## config.mk

```make
export PLATFORM = sky130hd
export DESIGN_NAME = div_unit
export DESIGN_NICKNAME = d
export VERILOG_FILES = /design/src/rtl/div_unit_pkg.sv /design/src/rtl/div_unit.sv
export SDC_FILE = /design/constraint.sdc
export NUM_CORES = 1
export LEC_CHECK = 0
export CAP_MARGIN = 0
export CORE_MARGIN = 2
export CORE_UTILIZATION = 45
export DETAILED_ROUTE_END_ITERATION = 8
export HOLD_SLACK_MARGIN = 0.15
export PLACE_DENSITY_LB_ADDON = 0.05
export SLEW_MARGIN = 10
export SYNTH_ARGS = -nofsm -noshare
export SYNTH_HDL_FRONTEND = slang
export SYNTH_SLANG_ARGS = --single-unit
```

## constraint.sdc

```tcl
create_clock -name clk -period 3.14 [get_ports clk]
set_clock_uncertainty 0.1 [all_clocks]
set_input_delay 0.628 -clock clk [delete_from_list [all_inputs] [get_ports clk]]
set_output_delay 0.628 -clock clk [all_outputs]
set_load 0.05 [all_outputs]
```

## src/rtl/div_unit_pkg.sv

```systemverilog
// Shared definitions for the iterative divider: FSM encoding and default width.
package div_unit_pkg;

    localparam int DIV_WIDTH = 32;

    typedef enum logic [1:0] {
        ST_IDLE = 2'd0,
        ST_CALC = 2'd1,
        ST_DONE = 2'd2
    } div_state_t;

endpackage

```

## src/rtl/div_unit.sv

```systemverilog
// Iterative restoring divider, one quotient bit per clock, signed or unsigned.
// Operands are reduced to magnitudes on acceptance and the signs are restored
// in the DONE state, so the core loop is a plain unsigned restoring divide.
module div_unit
    import div_unit_pkg::*;
#(
    parameter int width = DIV_WIDTH
) (
    input  logic             clk,
    input  logic             rst,
    input  logic             start,
    input  logic             is_signed,
    input  logic [width-1:0] dividend,
    input  logic [width-1:0] divisor,
    output logic             busy,
    output logic             done,
    output logic [width-1:0] quotient,
    output logic [width-1:0] remainder,
    output logic             div_by_zero
);

    localparam int cnt_w = $clog2(width + 1);

    div_state_t       state;
    logic [width-1:0] acc;      // partial remainder
    logic [width-1:0] quo;      // dividend bits shifting out, quotient bits shifting in
    logic [width-1:0] dvs;      // divisor magnitude
    logic [cnt_w-1:0] cnt;
    logic             neg_q;
    logic             neg_r;
    logic             dbz;

    logic [width-1:0] dividend_mag;
    logic [width-1:0] divisor_mag;
    logic [width:0]   shifted;
    logic [width:0]   trial;
    logic [width-1:0] acc_nx;
    logic [width-1:0] quo_nx;

    // Absolute values of the operands; the most-negative value maps onto its
    // unsigned magnitude, which makes the signed overflow case fall out naturally.
    always_comb begin
        dividend_mag = (is_signed && dividend[width-1]) ? -dividend : dividend;
        divisor_mag  = (is_signed && divisor[width-1])  ? -divisor  : divisor;
    end

    // One restoring step: shift in the next dividend bit, trial-subtract, keep
    // the difference only when it did not borrow.
    always_comb begin
        shifted = {acc, quo[width-1]};
        trial   = shifted - {1'b0, dvs};
        if (!trial[width]) begin
            acc_nx = trial[width-1:0];
            quo_nx = {quo[width-2:0], 1'b1};
        end else begin
            acc_nx = shifted[width-1:0];
            quo_nx = {quo[width-2:0], 1'b0};
        end
    end

    // Control FSM with registered outputs; results only update on the DONE exit.
    always_ff @(posedge clk) begin
        if (rst) begin
            state       <= ST_IDLE;
            busy        <= 1'b0;
            done        <= 1'b0;
            quotient    <= '0;
            remainder   <= '0;
            div_by_zero <= 1'b0;
            cnt         <= '0;
            acc         <= '0;
            quo         <= '0;
            dvs         <= '0;
            neg_q       <= 1'b0;
            neg_r       <= 1'b0;
            dbz         <= 1'b0;
        end else begin
            done <= 1'b0;
            unique case (state)
                ST_IDLE: begin
                    if (start) begin
                        busy <= 1'b1;
                        if (divisor == '0) begin
                            // Zero divisor skips the loop; raw dividend is the remainder.
                            acc   <= dividend;
                            quo   <= '1;
                            neg_q <= 1'b0;
                            neg_r <= 1'b0;
                            dbz   <= 1'b1;
                            state <= ST_DONE;
                        end else begin
                            acc   <= '0;
                            quo   <= dividend_mag;
                            dvs   <= divisor_mag;
                            neg_q <= is_signed & (dividend[width-1] ^ divisor[width-1]);
                            neg_r <= is_signed & dividend[width-1];
                            dbz   <= 1'b0;
                            cnt   <= cnt_w'(width);
                            state <= ST_CALC;
                        end
                    end
                end
                ST_CALC: begin
                    acc <= acc_nx;
                    quo <= quo_nx;
                    cnt <= cnt - cnt_w'(1);
                    if (cnt == cnt_w'(1)) begin
                        state <= ST_DONE;
                    end
                end
                ST_DONE: begin
                    // Truncation toward zero: remainder follows the dividend's sign.
                    quotient    <= neg_q ? -quo : quo;
                    remainder   <= neg_r ? -acc : acc;
                    div_by_zero <= dbz;
                    done        <= 1'b1;
                    busy        <= 1'b0;
                    state       <= ST_IDLE;
                end
                default: begin
                    state <= ST_IDLE;
                    busy  <= 1'b0;
                end
            endcase
        end
    end

endmodule

```

==> results of run 1 <==
-- cells by family (layout without fill, tap and decap cells) --
kind of cell / count (synthesis) / in the layout / synth area share
flip-flops: 174 / 174 / 0.304
AND/OR/NAND/NOR: 484 / 484 / 0.199
adder cells (fa/ha/maj): 39 / 39 / 0.0432
XOR/XNOR: 144 / 144 / 0.110
AO/OA/AOI/OAI: 469 / 469 / 0.278
multiplexers: 6 / 6 / 0.00524
buffers and inverters: 176 / 450 / 0.0603
-- routing by layer --
| metal | track usage | up-vias | part of all wire | routed length (um) |
|---|---|---|---|---|
| li1 | - | 5934 | - | - |
| met4 | 0.0726 | 0 | 0.021 | 762 |
| met2 | 0.405 | 388 | 0.43 | 15800 |
| met3 | 0.0399 | 42 | 0.059 | 2170 |
| met5 | 0 | - | 0 | 0 |
| met1 | 0.397 | 5506 | 0.49 | 17800 |
-- placed cells by master (no fill, tap or decap), drive strengths merged, types with 2 or more instances in the layout --
cell           count
a2111oi            3
a211o              3
a211oi           124
a21o               9
a21oi            133
a221oi             6
a311oi            15
a31oi              9
a41oi              2
and2              16
and3              13
buf              207
clkbuf            22
clkdlybuf4s50    133
clkinvlp           3
dfxtp            174
ha                38
inv               83
mux2i              6
nand2            138
nand2b            12
nand3             25
nand3b             6
nand4              8
nor2             171
nor2b              5
nor3              28
nor3b              4
nor4               9
o211ai            10
o21a               3
o21ai             63
o221ai            29
o31ai             33
o41ai             18
or2                6
or3               22
or4               16
xnor2             80
xor2              64
-- cell type report --
cell class                      count  area, sq um  area share
Multi-Input combinational cell   1142         7710       0.494
Sequential cell                   174         3490       0.224
Timing Repair Buffer              343         3140       0.201
Clock buffer                       19          433      0.0278
Tap cell                          330          413      0.0265
Inverter                           76          285      0.0183
Clock inverter                     12          124     0.00794
-- metrics by stage --
step                       util  hold slack, ns  instance area (sq um)  TNS [ns]
after floorplan               -           0.332                  11500         0
after global placement    0.578           0.338                  14500    -21.00
after detailed placement  0.578           0.345                  14500    -23.58
after CTS                 0.605           0.355                  15200    -0.533
after global routing      0.621           0.361                  15600     -2.15
final                     0.621           0.351                  15600    -0.202
-- worst max path at each step --
stage	startpoint	end	slack, ns
2_1_floorplan	quo[31]	acc[30]	0.03
3_3_place_gp	divisor[0]	dvs[29]	-0.35
3_5_place_dp	divisor[0]	acc[27]	-0.41
4_1_cts	quo[31]	acc[10]	-0.06
5_1_grt	quo[31]	acc[3]	-0.14
6_report	quo[31]	acc[17]	-0.06
-- flip-flops by register name, summed over array words and instances (netlist names), 2 cells and up --
| signal | cells |
|---|---|
| state | 2 |
| dvs | 32 |
| quotient | 32 |
| quo | 32 |
| cnt | 6 |
| acc | 32 |
| remainder | 32 |
-- power breakdown --
part	total, mW	switching (mW)	internal, mW
sequential	2.68	0.229	2.45
clock	2.12	1.00	1.11
combinational	5.88	3.17	2.72
-- timing repair --
item | in CTS | in global routing
hold endpoints to repair | 0 | 0
gates resized for setup | 14 | 64
setup buffers | 4 | 4
endpoints found under the setup margin | 30 | 67
pin swaps | 7 | 23
cloned | 0 | 3
-- critical path, cell delays in order (launching register included) --
cell	delay (ns)
dfxtp_2	0.33
inv_2	0.06
ha_4	0.17
fa_2	0.35
nand2b_4	0.17
a21oi_4	0.18
o21ai_4	0.08
o31ai_4	0.32
nor4_4	0.11
o41a_4	0.52
clkbuf_16	0.19
a211oi_2	0.21
a311oi_1	0.07
a211oi_1	0.24
==> flow_summary_export.csv, run 1 <==
group,metric,value,unit
worst_setup_path,worst-r2r-cell-count,13,
synthesis,ys.flop_type,"dfxtp_1",
sta,min_period,3.20,ns
status,status,"complete, but fails checks",
worst_setup_path,critPathMaxFanout,4,
route,avgRoutedWirePerCell,17.4,um
worst_setup_path,cp.required,3.38,ns
sta,setup_viol,9,
synthesis,yosys_register_bits,174,
worst_setup_path,r2r-end,"acc[17]",
global_route,grt_pass1_vias,10500,
synthesis,synth_top_cell_by_area,"dfxtp_1",
synthesis,async_flop_share,0,
route,routed_wl,36500,um
floorplan,core,25100,sq um
sta,hold_viol,0,
sta,fin_crit_sh,1.02,
route,drt-pass1-iter-count,7,
worst_setup_path,worstPathArrival,3.44,ns
job,drv_cap,0,
clock_tree,clockBufferDepth,2,
status,violations,"setup timing",
clock_tree,cts_hold_buf,0,
clock_tree,cts_buffers,17,
pwr,finalPower,10.7,mW
clock_tree,cts_sinks,174,
clock_tree,insertion_delay,0.44,ns
floorplan,die_w,164,um
floorplan,die_h,164,um
layout,drive_gt1_frac,0.187,
synthesis,synth_nets,1599,
worst_setup_path,end_kind,"flop",
pwr,ir_drop,0.000444,V
layout,fillers,2348,
place,dp.cells,2054,
clock_tree,cts_root_buffer,"clkbuf_16",
global_route,grt_pass1_wl,57200,um
layout,layout.cells.non_filler,2096,
worst_setup_path,reg2reg_from,"quo[31]",
floorplan,die-area,26800,sq um
synthesis,synth_top_area_share,0.304,
sta,rsz0062_at_grt,"yes",
global_route,grt_antenna_before_repair,0,
synthesis,synth_area_leaders,"dfxtp_1 30%, a211oi_1 8.1%, xnor2_1 6.1%, a21oi_1 5.8%, nor2_1 5.6%",
sta,layout_setup_ws,-0.0563,ns
route,drc,0,
pwr,power_density,685,nW/um^2
place,gp_congestion,0.919,
pwr,p_leak,5.90,nW
route,vias,11900,
worst_hold_path,hp-start,"remainder[26]",
clock_tree,cts.clk_slew.worst_paths,0.07,ns
sta,worstMarginPinSlew,0.733,ns
sta,fmax,313,MHz
route,viasPerCell,5.66,
global_route,grt_max_degree,75,
worst_setup_path,rrSetupSlack,-0.06,ns
synthesis,avgSynthCellArea,7.69,sq um
worst_setup_path,crit_type,"reg -> reg",
clock_tree,cts_tree,"built",
synthesis,syn_area,11500,sq um
worst_hold_path,hold_class,"reg -> reg",
synthesis,syn_inst,1492,
sta,relSlewSlack,0.510,
place,hpwlAfterDp,27700,um
place,portBuffers,134,
clock_tree,cts_htree_levels,4,
layout,num_antenna_cells,0,
synthesis,synthTopCellsByCount,"174 x dfxtp_1, 170 x nor2_1, 137 x nand2_1",
global_route,grt_use_total,0.269,
floorplan,rows,58,
layout,syn2layout_area_growth,36.0,%
synthesis,yosysUniqueCellTypes,69,
synthesis,seq_area_frac_synth,0.304,
worst_hold_path,hold_depth,2,
synthesis,yosysWarnings,0,
floorplan,io_pins,135,
route,ant_nets,0,
worst_setup_path,cp-start-kind,"flop",
route,drt_iter0_markers,1025,
floorplan,start_util,0.457,
synthesis,yosysMostFrequentCell,"dfxtp_1",
worst_hold_path,hold_path_end,"remainder[26]",
global_route,overflow,0,
layout,fin_nets,1861,
place,place_ws,-0.406,ns
synthesis,synth-edff-count,0,
sta,slew_violations,0,
(Power assumes the default switching activity.)
==> run 2: changes to the inputs <==
Settings changed: DONT_BUFFER_PORTS from default to 1.
==> flow_summary_export.csv, run 2 (synthesis results as in run 1) <==
group,metric,value,unit
status,status,"completed",
floorplan,io_pins,135,
sta,min_period,3.09,ns
worst_setup_path,crit_type,"reg -> reg",
layout,syn2layout_area_growth,18.4,%
place,portBuffers,0,
worst_setup_path,critPathMaxFanout,5,
worst_setup_path,worstPathArrival,3.34,ns
pwr,seq_power_share,0.264,
job,drv_cap,0,
floorplan,core,25100,sq um
route,drt-pass1-iter-count,6,
place,hpwlAfterDp,26600,um
layout,final_cell_mix,"172 x dfxtp_1, 167 x nor2_1, 136 x nand2_1",
floorplan,die_w,164,um
global_route,grt_use_total,0.268,
worst_setup_path,end_kind,"flop",
clock_tree,insertion_delay,0.44,ns
clock_tree,cts_htree_levels,4,
sta,rsz0062_at_grt,"yes",
place,place_ws,-0.125,ns
global_route,grt_pass1_wl,56800,um
global_route,grt_max_degree,170,
global_route,grt_antenna_before_repair,0,
floorplan,start_util,0.457,
clock_tree,clockBufferDepth,2,
layout,drive_gt1_frac,0.154,
worst_setup_path,cp.required,3.39,ns
pwr,net-switching-power,4.33,mW
pwr,p_leak,5.00,nW
sta,fin_crit_sh,0.986,
route,viasPerCell,5.87,
sta,slew_violations,0,
pwr,clockPowerShare,0.204,
sta,fmax,323,MHz
place,dpl_cell_area,12500,sq um
clock_tree,cts_sinks,174,
route,drc,0,
clock_tree,cts_tree,"built",
pwr,finalPower,10.4,mW
layout,final_common_cell,"dfxtp_1",
clock_tree,cts_root_buffer,"clkbuf_16",
sta,setup_viol,0,
sta,hold_ws,0.150,ns
pwr,p_sw_frac,0.417,
layout,final_area,13600,sq um
worst_hold_path,hold_class,"in -> reg",
floorplan,die-area,26800,sq um
route,routed_wl,36500,um
pwr,ir_drop,0.000490,V
global_route,grt_pass1_vias,10100,
worst_setup_path,cp-start-kind,"flop",
route,vias,11100,
pwr,pwr-share-comb,0.532,
sta,worstMarginPinSlew,1.10,ns
route,ant_nets,0,
clock_tree,cts_buffers,17,
place,gp_congestion,0.907,
floorplan,rows,58,
layout,fin_util,0.541,
pwr,p_int,6.06,mW
sta,relSlewSlack,0.261,
clock_tree,cts.clk_slew.worst_paths,0.07,ns
floorplan,die_h,164,um
layout,num_antenna_cells,0,
route,avgRoutedWirePerCell,19.3,um
layout,fin_nets,1653,
pwr,power_density,765,nW/um^2
sta,hold_viol,0,
layout,fillers,2456,
sta,layout_setup_ws,0.0453,ns
global_route,overflow,0,
route,drt_iter0_markers,868,
run 2: cell count changes in the layout (fill, tap and decap cells not counted), sizes merged:
cell / previous run / this run
dlygate4sd3: 0 / 5
clkinv: 1 / 3
clkbuf: 22 / 21
buf: 207 / 128
bufinv: 1 / 0
clkdlybuf4s50: 133 / 0
run 2: worst max-delay path: stages (launching register included):
cell and delay [ns]:
dfxtp_2 0.33, inv_2 0.05, ha_4 0.16, fa_2 0.34, nand2b_4 0.16, a21oi_4 0.16
o21ai_4 0.08, o31ai_4 0.31, nor4_4 0.10, o41a_4 0.53, clkbuf_16 0.20, a211oi_1 0.19
a311oi_1 0.08, a211oi_1 0.22
run 2: what timing repair did:
item / in CTS / in global routing
gates resized for setup: 4 / 58
pin swaps: 4 / 29
buffers inserted: 4 / 7
gates cloned: 0 / 3
hold buffers: 1 / 4
endpoints found under the setup margin: 16 / 30
hold endpoints to repair: 8 / 12
run 2: area by class of cell:
type                       count  area, sq um  share of cell area
tap                          330          413              0.0304
clock inverter                13          123             0.00903
multi-input combinational   1142         7660               0.564
sequential                   174         3490               0.257
timing repair buffer         135         1160              0.0858
inverter                      76          285              0.0210
clock buffer                  19          443              0.0326
run 2: power by group through the flow:
| stage | clock [mW] | combinational (mW) | sequential, mW |
|---|---|---|---|
| after CTS | 2.16 | 4.80 | 2.73 |
| after detailed placement | 0 | 4.60 | 2.78 |
| final | 2.12 | 5.53 | 2.75 |
| after global routing | 2.25 | 5.98 | 2.77 |
| after floorplan | 0 | 3.10 | 2.75 |
| after global placement | 0 | 4.58 | 2.78 |
run 2: path summary, 6_finish.rpt:
kind              to     from  depth (start not counted)  slack, ns
max          acc[20]  quo[31]                         13       0.05
max reg2reg  acc[20]  quo[31]                         13       0.05
min reg2reg  dvs[24]  dvs[24]                          2       0.37
min          dvs[27]      rst                          1       0.15
run 2: metal layers:
metal,global-route usage,wire [um],vias to the layer above
met1,0.397,17400,5171
li1,-,-,5514
met4,0.0606,563,0
met2,0.401,15700,368
met3,0.0500,2790,38
met5,0,0,-
run 2: metrics by stage:
stage          TNS [ns]  instances
2_1_floorplan         0       1492
3_3_place_gp     -0.109       1838
3_5_place_dp     -0.516       1838
4_1_cts               0       1875
5_1_grt          -0.461       1889
6_report              0       1889
==> run 3: changes to the inputs <==
Settings changed: PLACE_DENSITY from default to 0.74, PLACE_DENSITY_LB_ADDON 0.05 to default.
==> flow_summary_export.csv, run 3 (synthesis results as in run 1) <==
group,metric,value,unit
sta,fmax,313,MHz
floorplan,die-area,26800,sq um
layout,num_antenna_cells,0,
sta,fin_crit_sh,1.02,
route,viasPerCell,6.02,
place,gp_congestion,0.984,
worst_setup_path,cp-start-kind,"flop",
sta,hold_ws,0.184,ns
clock_tree,cts_tree,"built",
pwr,ir_drop,0.000403,V
clock_tree,cts_buffers,17,
route,drt-pass1-iter-count,6,
route,ant_nets,0,
global_route,grt_pass1_vias,10400,
floorplan,die_h,164,um
route,vias,11400,
worst_setup_path,end_kind,"flop",
sta,hold_viol,0,
sta,worstMarginPinSlew,1.09,ns
status,status,"complete, but fails checks",
sta,rsz0062_at_grt,"yes",
global_route,grt_use_total,0.263,
worst_setup_path,cp_slowest_stage_delay,0.42,ns
clock_tree,cts_htree_levels,4,
layout,syn2layout_area_growth,19.3,%
place,portBuffers,0,
global_route,top_usage_layer,"met2",
global_route,grt_antenna_before_repair,0,
clock_tree,clockBufferDepth,2,
route,avgRoutedWirePerCell,19.3,um
sta,setup_viol,10,
global_route,grtUsageMet3,0.0503,
worst_setup_path,crit_slowest_cell,"o41a_1",
sta,min_period,3.19,ns
global_route,grt_pass1_wl,56100,um
layout,final_common_cell,"dfxtp_1",
clock_tree,cts.clk_slew.worst_paths,0.07,ns
worst_setup_path,critPathTopFamily,"compound AO/OA/AOI/OAI gates",
worst_setup_path,crit_chain,"inv_2, ha_4, fa_2, nand2b_4, a21oi_4, o21ai_2, o31ai_4, nor4_4, o41a_1, buf_6, buf_8, a211oi_2, a311oi_2, a211oi_1",
clock_tree,insertion_delay,0.45,ns
global_route,grtUsageMet1,0.369,
sta,relSlewSlack,0.268,
route,routed_wl,36400,um
global_route,grt_max_degree,177,
layout,fin_nets,1651,
status,violations,"setup timing",
worst_setup_path,worstPathArrival,3.45,ns
floorplan,start_util,0.457,
worst_setup_path,crit_type,"reg -> reg",
job,drv_cap,0,
layout,drive_gt1_frac,0.165,
layout,final_cell_mix,"172 x dfxtp_1, 166 x nor2_1, 136 x nand2_1",
clock_tree,cts_sinks,174,
pwr,power_density,786,nW/um^2
place,dp.cells,1840,
clock_tree,cts_root_buffer,"clkbuf_16",
worst_setup_path,cp.required,3.40,ns
sta,layout_setup_ws,-0.0535,ns
pwr,p_leak,5.02,nW
sta,slew_violations,0,
global_route,grt.met2_usage,0.401,
floorplan,core,25100,sq um
floorplan,die_w,164,um
route,drc,0,
layout,layout.cells.non_filler,1887,
route,drt_iter0_markers,1195,
worst_hold_path,hold_class,"in -> reg",
place,hpwlAfterDp,26700,um
worst_setup_path,critPathMaxFanout,6,
global_route,overflow,0,
floorplan,rows,58,
floorplan,io_pins,135,
worst_setup_path,cp.buffers_inverters,3,
run 3: changes by cell type in the layout (fill, tap and decap cells not counted), sizes merged:
cell,previous run,this run
buf,128,131
bufinv,0,2
clkbuf,21,18
clkinv,3,5
clkinvlp,3,1
dlygate4sd3,5,1
inv,83,82
nand2,138,139
run 3: area by class of cell:
type	count	area [sq um]
inverter	76	285
timing repair buffer	132	1100
fill	2302	11400
tap	330	413
clock inverter	14	176
sequential	174	3490
multi-input combinational	1143	7790
clock buffer	18	429
run 3: worst register-to-register path: stages, from the launching register on:
cell	delay (ns)
dfxtp_2	0.34
inv_2	0.05
ha_4	0.16
fa_2	0.37
nand2b_4	0.16
a21oi_4	0.13
o21ai_2	0.10
o31ai_4	0.32
nor4_4	0.09
o41a_1	0.42
buf_6	0.16
buf_8	0.14
a211oi_2	0.21
a311oi_2	0.08
a211oi_1	0.27
run 3: metal layers:
layer  vias to the layer above  share of wire  routed length (um)
met2                       464           0.44               16100
met1                      5322           0.45               16300
met4                         0          0.030                1080
met5                         -              0                   0
met3                        61          0.080                2920
li1                       5507              -                   -
run 3: stage by stage:
step / area [sq um] / utilization / power [mW] / setup WS [ns] / setup TNS (ns)
2_1_floorplan: 11500 / - / 5.85 / 0.0258 / 0
3_3_place_gp: 12500 / 0.498 / 7.34 / -0.0568 / -0.0880
3_5_place_dp: 12500 / 0.498 / 7.39 / -0.0885 / -0.628
4_1_cts: 13100 / 0.522 / 9.64 / 0.0112 / 0
5_1_grt: 13700 / 0.545 / 11.3 / -0.148 / -1.99
6_report: 13700 / 0.545 / 10.8 / -0.0535 / -0.213
run 3: report_power, final:
group	leakage, nW	total [mW]	switching [mW]	internal [mW]
sequential	1.42	2.76	0.312	2.45
clock	0.297	2.22	1.02	1.21
combinational	3.30	5.77	3.21	2.57
run 3: final timing paths:
kind | start | to | slack [ns] | cells after the start
setup reg to reg | quo[31] | acc[10] | -0.05 | 14
setup / recovery | quo[31] | acc[10] | -0.05 | 14
hold / removal | rst | dvs[30] | 0.18 | 1
hold reg to reg | dvs[31] | dvs[31] | 0.36 | 2
run 3: what timing repair did:
item,4_1_cts,5_1_grt
resized for setup,4,90
cloned,0,2
hold buffers,0,1
endpoints found under the hold margin,0,1
setup endpoints to repair,21,32
pin swaps,4,45
buffers inserted,0,13
